<file path="src/rtl/minesweeper_pkg.sv">
// Shared constants and seven-segment helpers for the minesweeper timer/score path.
// The SEG7 decoders are used only when MINESWEEPER_TIMER_SEG7_EN is defined.
package minesweeper_pkg;
  localparam int          BCD_W     = 12;
  localparam logic [11:0] BCD_MAX   = 12'h999;
  localparam logic [11:0] BEST_INIT = 12'h999;

  // Active-low segments ordered {g,f,e,d,c,b,a}
  localparam logic [6:0] SEG7_DASH = 7'h3F;
  localparam logic [6:0] SEG7_OFF  = 7'h7F;

  function automatic logic [6:0] seg7(input logic [3:0] d);
    logic [6:0] s;
    s = SEG7_OFF;
    unique case (d)
      4'd0: s = 7'h40;
      4'd1: s = 7'h79;
      4'd2: s = 7'h24;
      4'd3: s = 7'h30;
      4'd4: s = 7'h19;
      4'd5: s = 7'h12;
      4'd6: s = 7'h02;
      4'd7: s = 7'h78;
      4'd8: s = 7'h00;
      4'd9: s = 7'h10;
      default: s = SEG7_OFF;
    endcase
    return s;
  endfunction

  function automatic logic [20:0] seg7_bcd3(input logic [11:0] v);
    return {seg7(v[11:8]), seg7(v[7:4]), seg7(v[3:0])};
  endfunction
endpackage

</file>
<file path="src/rtl/game_timer_score_bcd_counter3.sv">
// Three-digit BCD up-counter that saturates at 999.
// clr_i has priority over inc_i; sat_o is registered alongside the value.
module bcd_counter3
  import minesweeper_pkg::*;
(
  input  logic              clk,
  input  logic              clr_i,
  input  logic              inc_i,
  output logic [BCD_W-1:0]  val_o,
  output logic              sat_o
);
  logic [BCD_W-1:0] val_q, val_d;
  logic             sat_q;

  always_comb begin
    val_d = val_q;
    if (clr_i) begin
      val_d = '0;
    end else if (inc_i && val_q != BCD_MAX) begin
      if (val_q[3:0] != 4'd9) begin
        val_d[3:0] = val_q[3:0] + 4'd1;
      end else begin
        val_d[3:0] = 4'd0;
        if (val_q[7:4] != 4'd9) begin
          val_d[7:4] = val_q[7:4] + 4'd1;
        end else begin
          val_d[7:4]  = 4'd0;
          val_d[11:8] = val_q[11:8] + 4'd1;
        end
      end
    end
  end

  always_ff @(posedge clk) begin
    val_q <= val_d;
    sat_q <= (val_d == BCD_MAX);
  end

  assign val_o = val_q;
  assign sat_o = sat_q;
endmodule

</file>
<file path="src/rtl/game_timer_score.sv">
// Elapsed-time counter and best-time keeper for the minesweeper HUD.
// Optional feature macro: MINESWEEPER_TIMER_SEG7_EN adds registered 7-seg outputs.
module game_timer_score
  import minesweeper_pkg::*;
#(
  parameter int CLK_HZ  = 50000000,
  parameter int PRESC_W = 26
) (
  input  logic              clk,
  input  logic              reset_in,
  input  logic              clear_n,
  input  logic              clock_run,
  input  logic              compare_high_score,
  output logic              tick,
  output logic [BCD_W-1:0]  time_bcd,
  output logic              time_sat,
  output logic [BCD_W-1:0]  best_bcd,
  output logic              best_valid,
`ifdef MINESWEEPER_TIMER_SEG7_EN
  output logic [20:0]       hex_time,
  output logic [20:0]       hex_best,
`endif
  output logic              new_record
);
  localparam logic [PRESC_W-1:0] TERM = PRESC_W'(CLK_HZ - 1);

  logic [PRESC_W-1:0] presc_q;
  logic               tick_q;
  logic               cmp_q;
  logic [BCD_W-1:0]   best_q;
  logic               best_valid_q;
  logic               new_rec_q;
  logic [BCD_W-1:0]   time_q;
  logic               sat_q;
  logic               cnt_clr;
  logic               cnt_inc;
  logic               cmp_evt;

  assign cnt_clr = reset_in | ~clear_n;
  assign cnt_inc = clock_run & (presc_q == TERM);
  // Compare sees the pre-increment time since time_q updates on this same edge
  assign cmp_evt = compare_high_score & ~cmp_q;

  bcd_counter3 u_cnt (
    .clk   (clk),
    .clr_i (cnt_clr),
    .inc_i (cnt_inc),
    .val_o (time_q),
    .sat_o (sat_q)
  );

  always_ff @(posedge clk) begin
    if (reset_in) begin
      presc_q      <= '0;
      tick_q       <= 1'b0;
      cmp_q        <= 1'b0;
      best_q       <= BEST_INIT;
      best_valid_q <= 1'b0;
      new_rec_q    <= 1'b0;
    end else if (!clear_n) begin
      presc_q   <= '0;
      tick_q    <= 1'b0;
      cmp_q     <= 1'b0;
      new_rec_q <= 1'b0;
    end else begin
      cmp_q  <= compare_high_score;
      tick_q <= cnt_inc;
      if (clock_run)
        presc_q <= cnt_inc ? '0 : presc_q + 1'b1;
      if (cmp_evt && (!best_valid_q || time_q < best_q)) begin
        best_q       <= time_q;
        best_valid_q <= 1'b1;
        new_rec_q    <= 1'b1;
      end
    end
  end

`ifdef MINESWEEPER_TIMER_SEG7_EN
  logic [20:0] hex_time_q;
  logic [20:0] hex_best_q;

  always_ff @(posedge clk) begin
    hex_time_q <= seg7_bcd3(time_q);
    hex_best_q <= best_valid_q ? seg7_bcd3(best_q)
                               : {3{SEG7_DASH}};
  end

  assign hex_time = hex_time_q;
  assign hex_best = hex_best_q;
`endif

  assign tick       = tick_q;
  assign time_bcd   = time_q;
  assign time_sat   = sat_q;
  assign best_bcd   = best_q;
  assign best_valid = best_valid_q;
  assign new_record = new_rec_q;
endmodule

</file>
<file path="config.mk">
export PLATFORM = sky130hd
export DESIGN_NAME = game_timer_score
export DESIGN_NICKNAME = d
export VERILOG_FILES = /design/src/rtl/minesweeper_pkg.sv /design/src/rtl/game_timer_score_bcd_counter3.sv /design/src/rtl/game_timer_score.sv
export SDC_FILE = /design/constraint.sdc
export NUM_CORES = 1
export LEC_CHECK = 0
export BUFFER_PORTS_ARGS = -buffer_cell sky130_fd_sc_hd__buf_2
export CAP_MARGIN = 10
export CORE_ASPECT_RATIO = 1.5
export CORE_UTILIZATION = 35
export DETAILED_ROUTE_END_ITERATION = 6
export PLACE_DENSITY = 0.56
export SETUP_SLACK_MARGIN = 0.05
export SKIP_LAST_GASP = 1
export SLEW_MARGIN = 0
export SYNTH_ARGS = -nofsm -noshare
export SYNTH_HDL_FRONTEND = slang
export SYNTH_SLANG_ARGS = --single-unit
export TNS_END_PERCENT = 20
</file>
<file path="constraint.sdc">
create_clock -name clk -period 3.8 [get_ports clk]
set_clock_uncertainty 0.1 [all_clocks]
set_input_delay 0.38 -clock clk [delete_from_list [all_inputs] [get_ports clk]]
set_output_delay 0.38 -clock clk [all_outputs]
set_load 0.01 [all_outputs]
</file>
==> out/qor.csv, run 1 <==
stage,metric,value,unit
outcome,outcome,"complete, no violations",
route,wirelength,5.832,mm
grt,grt_pass1_wl,9.963,mm
cts,cts.path.max_buffers,2,
die,design.core.area,7370,um^2
die,io_pins,33,
pwr,leakagePower,1.226,nW
setup_path,cp.required,3.93,ns
die,die_x,73.85,um
route,drt_iter0_markers,78,
grt,grt.total_usage,16.06,%
cts,cts_made_buffers,5,
logic_synthesis,syn_area,2710,um^2
timing,rsz0062_at_grt,false,
setup_path,startpoint_type,flip-flop,
cells_and_area,final_util,41.82,%
grt,antenna_found_initial,0,
logic_synthesis,ys_async_sr_fraction,0,%
logic_synthesis,synth_edf_count,0,
grt,grt_max_degree,25,
die,die_area,8106,um^2
die,die_h,109.8,um
cells_and_area,nets,366,
timing,final.setup.tns,0,ns
place,io_buffers,32,
setup_path,critical_path.slowest_cell,or4_4,
pwr,p_total,0.9915,mW
die,row_count,38,
place,dp_hpwl,4.299,mm
logic_synthesis,synth_area_per_cell,8.714,um^2
route,drc_errors,0,
route,detail_route.vias_per_cell,5.002,
pwr,ir_worst_vdd,0.2676,mV
cts,cts_hold_buf,0,
cells_and_area,syn2layout_area_growth,13.71,%
cts,clk_latency,0.31,ns
cells_and_area,fillers,763,
setup_path,cp_max_fo,10,
grt,grt_remaining_overflow,0,
cells_and_area,drive_gt1_share,15.03,%
timing,layout_worst_path_cycle_share,70.86,%
logic_synthesis,synth_cell_types,41,
timing,hold_slack,0.2015,ns
timing,slew_viol_final,0,
route,ant_nets,0,
cts,htreeDepth,2,
cts,postCtsResizedCells,0,
cts,clk_pin_slew_worst_paths,0.10,ns
timing,hold_violations,0,
timing,min_period,2.693,ns
min_path,hold_class,in -> reg,
timing,worst_pin_slew,0.7071,ns
route,vias,2231,
place,dpl_cell_area,2982,um^2
cells_and_area,final_area,3082,um^2
cells_and_area,final_common_cell,dfxtp_1,
setup_path,crit_chain,or4_4 -> nor4_4 -> nand3_4 -> or3_1 -> a211oi_2 -> nand4_1 -> nor4_2,
die,initial_core_util,36.77,%
cells_and_area,final_cell_mix,"dfxtp_1 (55), nor2_1 (49), buf_2 (32), inv_1 (20), nand2_1 (20)",
cts,tritoncts,built,
logic_synthesis,synth-seq-area-share,40.63,%
logic_synthesis,syn_inst,311,
cts,post_cts_buffers,0,
pwr,pwr_density_cell,321.7,nW/um^2
setup_path,critical_path_class,reg -> reg,
timing,clock.fmax,0.3714,GHz
setup_path,worstPathArrival,2.82,ns
logic_synthesis,ys_warn_count,0,
place,place_congestion,0.7706,
grt,grt_pass1_vias,2183,
flow_run,maxCapViolCount,0,
logic_synthesis,ys.flop_type,dfxtp_1,
cells_and_area,antennaDiodeCount,0,
route,drtPass1Iterations,4,
logic_synthesis,synth.net_count,332,
route,wl_per_cell,13.08,um
timing,setup_violations,0,
timing,maxSlewHeadroom,52.43,%
setup_path,max_stage_delay,0.55,ns
cts,clock-sinks,55,
cts,clock-root-buffer,clkbuf_8,
logic_synthesis,ys_ff_latch,55,
setup_path,end_kind,flip-flop,
[where the power goes]
| part | switching [mW] | leakage, nW | internal (mW) | total, mW |
|---|---|---|---|---|
| Sequential | 0.00388 | 0.445 | 0.583 | 0.587 |
| Combinational | 0.0289 | 0.730 | 0.0178 | 0.0467 |
| Clock | 0.191 | 0.0515 | 0.167 | 0.358 |
[Yosys cell counts (3+ instances only)]
| library cell | number | share of area [%] |
|---|---|---|
| nor2_1 | 49 | 6.8 |
| ha_1 | 16 | 7.4 |
| a21o_1 | 4 | 1.1 |
| a21oi_1 | 14 | 2.6 |
| and3_1 | 6 | 1.4 |
| a211o_1 | 5 | 1.6 |
| nor3_1 | 8 | 1.5 |
| nand3_1 | 14 | 2.6 |
| clkbuf_1 | 5 | 0.69 |
| and2_1 | 4 | 0.92 |
| nand2_1 | 20 | 2.8 |
| nand4_1 | 10 | 2.3 |
| nand4b_1 | 3 | 0.97 |
| or3_1 | 4 | 0.92 |
| nand3b_1 | 3 | 0.83 |
| xnor2_1 | 10 | 3.2 |
| mux2i_1 | 7 | 2.6 |
| xor2_1 | 17 | 5.5 |
| nand2b_1 | 5 | 1.2 |
| inv_1 | 20 | 2.8 |
| dfxtp_1 | 55 | 41 |
| o21ai_0 | 7 | 1.3 |
[sequential cells by signal, indices dropped and copies added, names as in the netlist]
name / count
u_cnt.val_o: 12
new_record: 1
best_valid: 1
u_cnt.sat_o: 1
tick: 1
best_bcd: 12
cmp_q: 1
presc_q: 26
[worst paths after layout]
check	startpoint	to	slack (ns)	cells after the start
worst min-delay path	compare_high_score	cmp_q	0.20	2
worst min register to register	best_valid	best_valid	0.39	2
worst max register to register	presc_q[7]	u_cnt.sat_o	1.11	7
worst max-delay path	presc_q[7]	u_cnt.sat_o	1.11	7
[per-layer routing]
| layer | part of all wire (%) | vias to the layer above | global-route usage (%) |
|---|---|---|---|
| met5 | 0 | - | 0 |
| met4 | 1.6 | 0 | 5.769 |
| met3 | 2.4 | 6 | 2.841 |
| met2 | 53 | 30 | 30.28 |
| met1 | 43 | 1059 | 17.49 |
| li1 | - | 1136 | - |
[kinds of logic (layout without fill, tap and decap cells)]
| family | count (synthesis) | after routing | synth area share (%) |
|---|---|---|---|
| DFF | 55 | 55 | 40.63 |
| adders and majority gates | 16 | 16 | 7.387 |
| AOI/OAI and AO/OA | 36 | 36 | 8.541 |
| muxes | 8 | 8 | 3.001 |
| xor gates and xnor gates | 27 | 27 | 8.726 |
| buffers and inverters | 27 | 62 | 3.832 |
| and+or+nand+nor | 142 | 142 | 27.89 |
[worst max-delay path: cells and delay by family (launching register included)]
kind / cells / cell delay [ns]
and+or+nand+nor: 6 / 1.93
DFF: 1 / 0.36
AOI/OAI and AO/OA: 1 / 0.22
[layout make-up]
type	instances	area (um^2)	share of cell area (%)
Inverter	20	75.07	2.436
Tap cell	100	125.1	4.060
Timing Repair Buffer	34	175.2	5.684
Sequential cell	55	1101	35.73
Clock buffer	8	100.1	3.248
Multi-Input combinational cell	229	1505	48.84
[stage by stage]
step | cells | setup slack, ns
CTS | 446 | 1.093
global placement | 438 | 1.139
global route | 446 | 0.8445
floorplan | 311 | 1.201
finish | 446 | 1.107
detailed placement | 438 | 1.060
No activity file was read; power rests on OpenSTA's default activity.
==> inputs of run 2 (changes only) <==
==> constraint.sdc (replaced) <==
create_clock -name clk -period 2.5 [get_ports clk]
set_clock_uncertainty 0.1 [all_clocks]
set_input_delay 0.25 -clock clk [delete_from_list [all_inputs] [get_ports clk]]
set_output_delay 0.25 -clock clk [all_outputs]
set_load 0.01 [all_outputs]
==> run 2 against run 1 <==
- first-iteration DRC count is 15% lower
- critical path depth is 1 higher
- die area stayed put
- largest power group unchanged
==> out/qor.csv, run 2 (same netlist as run 1, synthesis figures left out) <==
stage,metric,value,unit,change
setup_path,max_stage_delay,0.54,ns,about the same
pwr,ir_worst_vdd,0.3567,mV,+33%
die,die_h,109.8,um,unchanged
timing,hold_slack,0.06353,ns,-0.1380 ns
cells_and_area,syn2layout_area_growth,23.36,%,
cts,clock-root-buffer,clkbuf_8,,
cts,cts_made_buffers,5,,unchanged
cts,clock-sinks,55,,unchanged
setup_path,crit_buf_inv,1,,+1
cells_and_area,final_common_cell,dfxtp_1,,
cells_and_area,final_util,45.37,%,+3.5 points
place,dp_hpwl,4.802,mm,+12%
setup_path,critical_path_class,reg -> reg,,
place,io_buffers,32,,unchanged
cts,cts.path.max_buffers,2,,unchanged
setup_path,critical_path.slowest_cell,or4_4,,
timing,worst_pin_slew,0.5386,ns,-0.1684 ns
setup_path,crit_chain,or4_4 -> nor4_4 -> buf_4 -> nand3_4 -> or3_4 -> a211oi_2 -> nand4_1 -> nor4_2,,
timing,setup_violations,0,,unchanged
cells_and_area,final_cell_mix,"dfxtp_1 (51), nor2_1 (48), buf_2 (33), buf_4 (25)",,
grt,grt_pass1_wl,10.39,mm,+4.3%
cells_and_area,top_register,presc_q,,
min_path,hold_class,in -> reg,,
grt,antenna_found_initial,0,,unchanged
min_path,whs_path_depth,2,,unchanged
pwr,pwr-share-clk,36.1,%,about the same
cells_and_area,nets,393,,+7.4%
timing,maxSlewHeadroom,63.76,%,+11 points
route,drc_errors,0,,unchanged
route,wirelength,6.259,mm,+7.3%
die,die_area,8106,um^2,unchanged
timing,rsz0062_at_grt,true,,
setup_path,startpoint_type,flip-flop,,
cells_and_area,antennaDiodeCount,0,,unchanged
die,die_x,73.85,um,unchanged
setup_path,reg2reg_slack,0.07,ns,-1.04 ns
route,wl_met3,149,um,+8.0%
timing,clock.fmax,0.4107,GHz,+11%
cells_and_area,drive_gt1_share,24.40,%,+9.4 points
setup_path,r2r_start,presc_q[10],,
setup_path,regToRegEndpoint,u_cnt.sat_o,,
pwr,pwr_density_cell,455.9,nW/um^2,+42%
cts,clk_pin_slew_worst_paths,0.10,ns,about the same
grt,grt_remaining_overflow,0,,unchanged
cts,cts_hold_buf,0,,unchanged
setup_path,cp_top_family,simple AND/OR/NAND/NOR gates,,
cells_and_area,largest_register_ffs,26,,unchanged
timing,hold_violations,0,,unchanged
timing,layout_worst_path_cycle_share,97.39,%,+27 points
flow_run,maxCapViolCount,0,,unchanged
route,ant_nets,0,,unchanged
route,dr.max_layer_used,met4,,
die,row_count,38,,unchanged
die,io_pins,33,,unchanged
setup_path,startpoint,presc_q[10],,
outcome,outcome,"complete, no violations",,
cts,tritoncts,built,,
grt,grt_pass1_vias,2333,,+6.9%
pwr,power.internal,1.172,mW,+53%
pwr,seqPwrFrac,58.4,%,-0.8 points
setup_path,end_kind,flip-flop,,
grt,grt.total_usage,16.90,%,+0.84 points
route,detail_route.vias_per_cell,4.937,,-1.3%
min_path,holdPathEnd,cmp_q,,
cts,clk_latency,0.32,ns,about the same
setup_path,cp.required,2.64,ns,-1.29 ns
route,vias,2335,,+4.7%
min_path,holdCritStartpoint,compare_high_score,,
route,drt_iter0_markers,66,,-15%
route,drtPass1Iterations,4,,unchanged
place,place_congestion,0.7686,,-0.26%
timing,min_period,2.435,ns,-0.2579 ns
timing,slew_viol_final,0,,unchanged
pwr,p_sw,0.3517,mW,+57%
die,design.core.area,7370,um^2,unchanged
setup_path,reg2reg_depth,8,,+1
cts,htreeDepth,2,,unchanged
pwr,swShare,23.08,%,+0.48 points
route,wl_per_cell,13.23,um,+1.2%
setup_path,cp_max_fo,6,,-4
setup_path,worstPathArrival,2.57,ns,-0.25 ns
route,wl_met2,3.548,mm,+14%
pwr,p_total,1.524,mW,+54%
pwr,leakagePower,1.379,nW,+12%
route,met1_length,2.420,mm,-3.2%
grt,grt_max_degree,25,,unchanged
pwr,power_frac_comb,5.4,%,+0.7 points
die,initial_core_util,36.77,%,unchanged
==> run 2: power by group through the flow <==
stage | combinational, mW | clock (mW) | sequential [mW]
CTS | 0.0808 | 0.562 | 0.892
detailed placement | 0.0807 | 0 | 0.912
finish | 0.0830 | 0.550 | 0.891
global route | 0.0936 | 0.592 | 0.893
global placement | 0.0798 | 0 | 0.912
floorplan | 0.0435 | 0 | 0.916
==> run 2: layout make-up <==
cell class | count | area (um^2)
well taps | 100 | 125.1
fillers | 743 | 4026
multi-input cells | 229 | 1539
clock buffers | 8 | 100.1
flip-flops and latches | 55 | 1109
repair buffers | 61 | 395.4
inverters | 20 | 75.07
==> run 2: layer usage <==
metal  vias up  track usage, %
met5         -               0
met4         0           6.593
met3        11           3.208
met2        30           32.70
met1      1104           17.34
li1       1190               -
==> run 2: worst max path at each step <==
stage,endpoint,depth (start not counted)
after CTS,u_cnt.sat_o,8
final,u_cnt.sat_o,8
after floorplan,u_cnt.sat_o,7
after global placement,u_cnt.sat_o,8
after detailed placement,u_cnt.sat_o,8
after global routing,u_cnt.sat_o,8
==> run 2: metrics by stage <==
stage | cells | TNS, ns | cell area (um^2) | worst slack, ns
detailed placement | 461 | -0.05287 | 3167 | -0.05287
finish | 473 | 0 | 3343 | 0.06536
global route | 473 | -0.06235 | 3343 | -0.04097
floorplan | 311 | 0 | 2711 | 0.04298
CTS | 472 | 0 | 3306 | 0.04557
global placement | 461 | -0.02081 | 3167 | -0.02081
==> run 2: timing repair <==
item	CTS	global route
buffers inserted	3	0
gates cloned	0	1
pin swaps	6	5
setup endpoints to repair	1	14
gates resized for setup	7	11
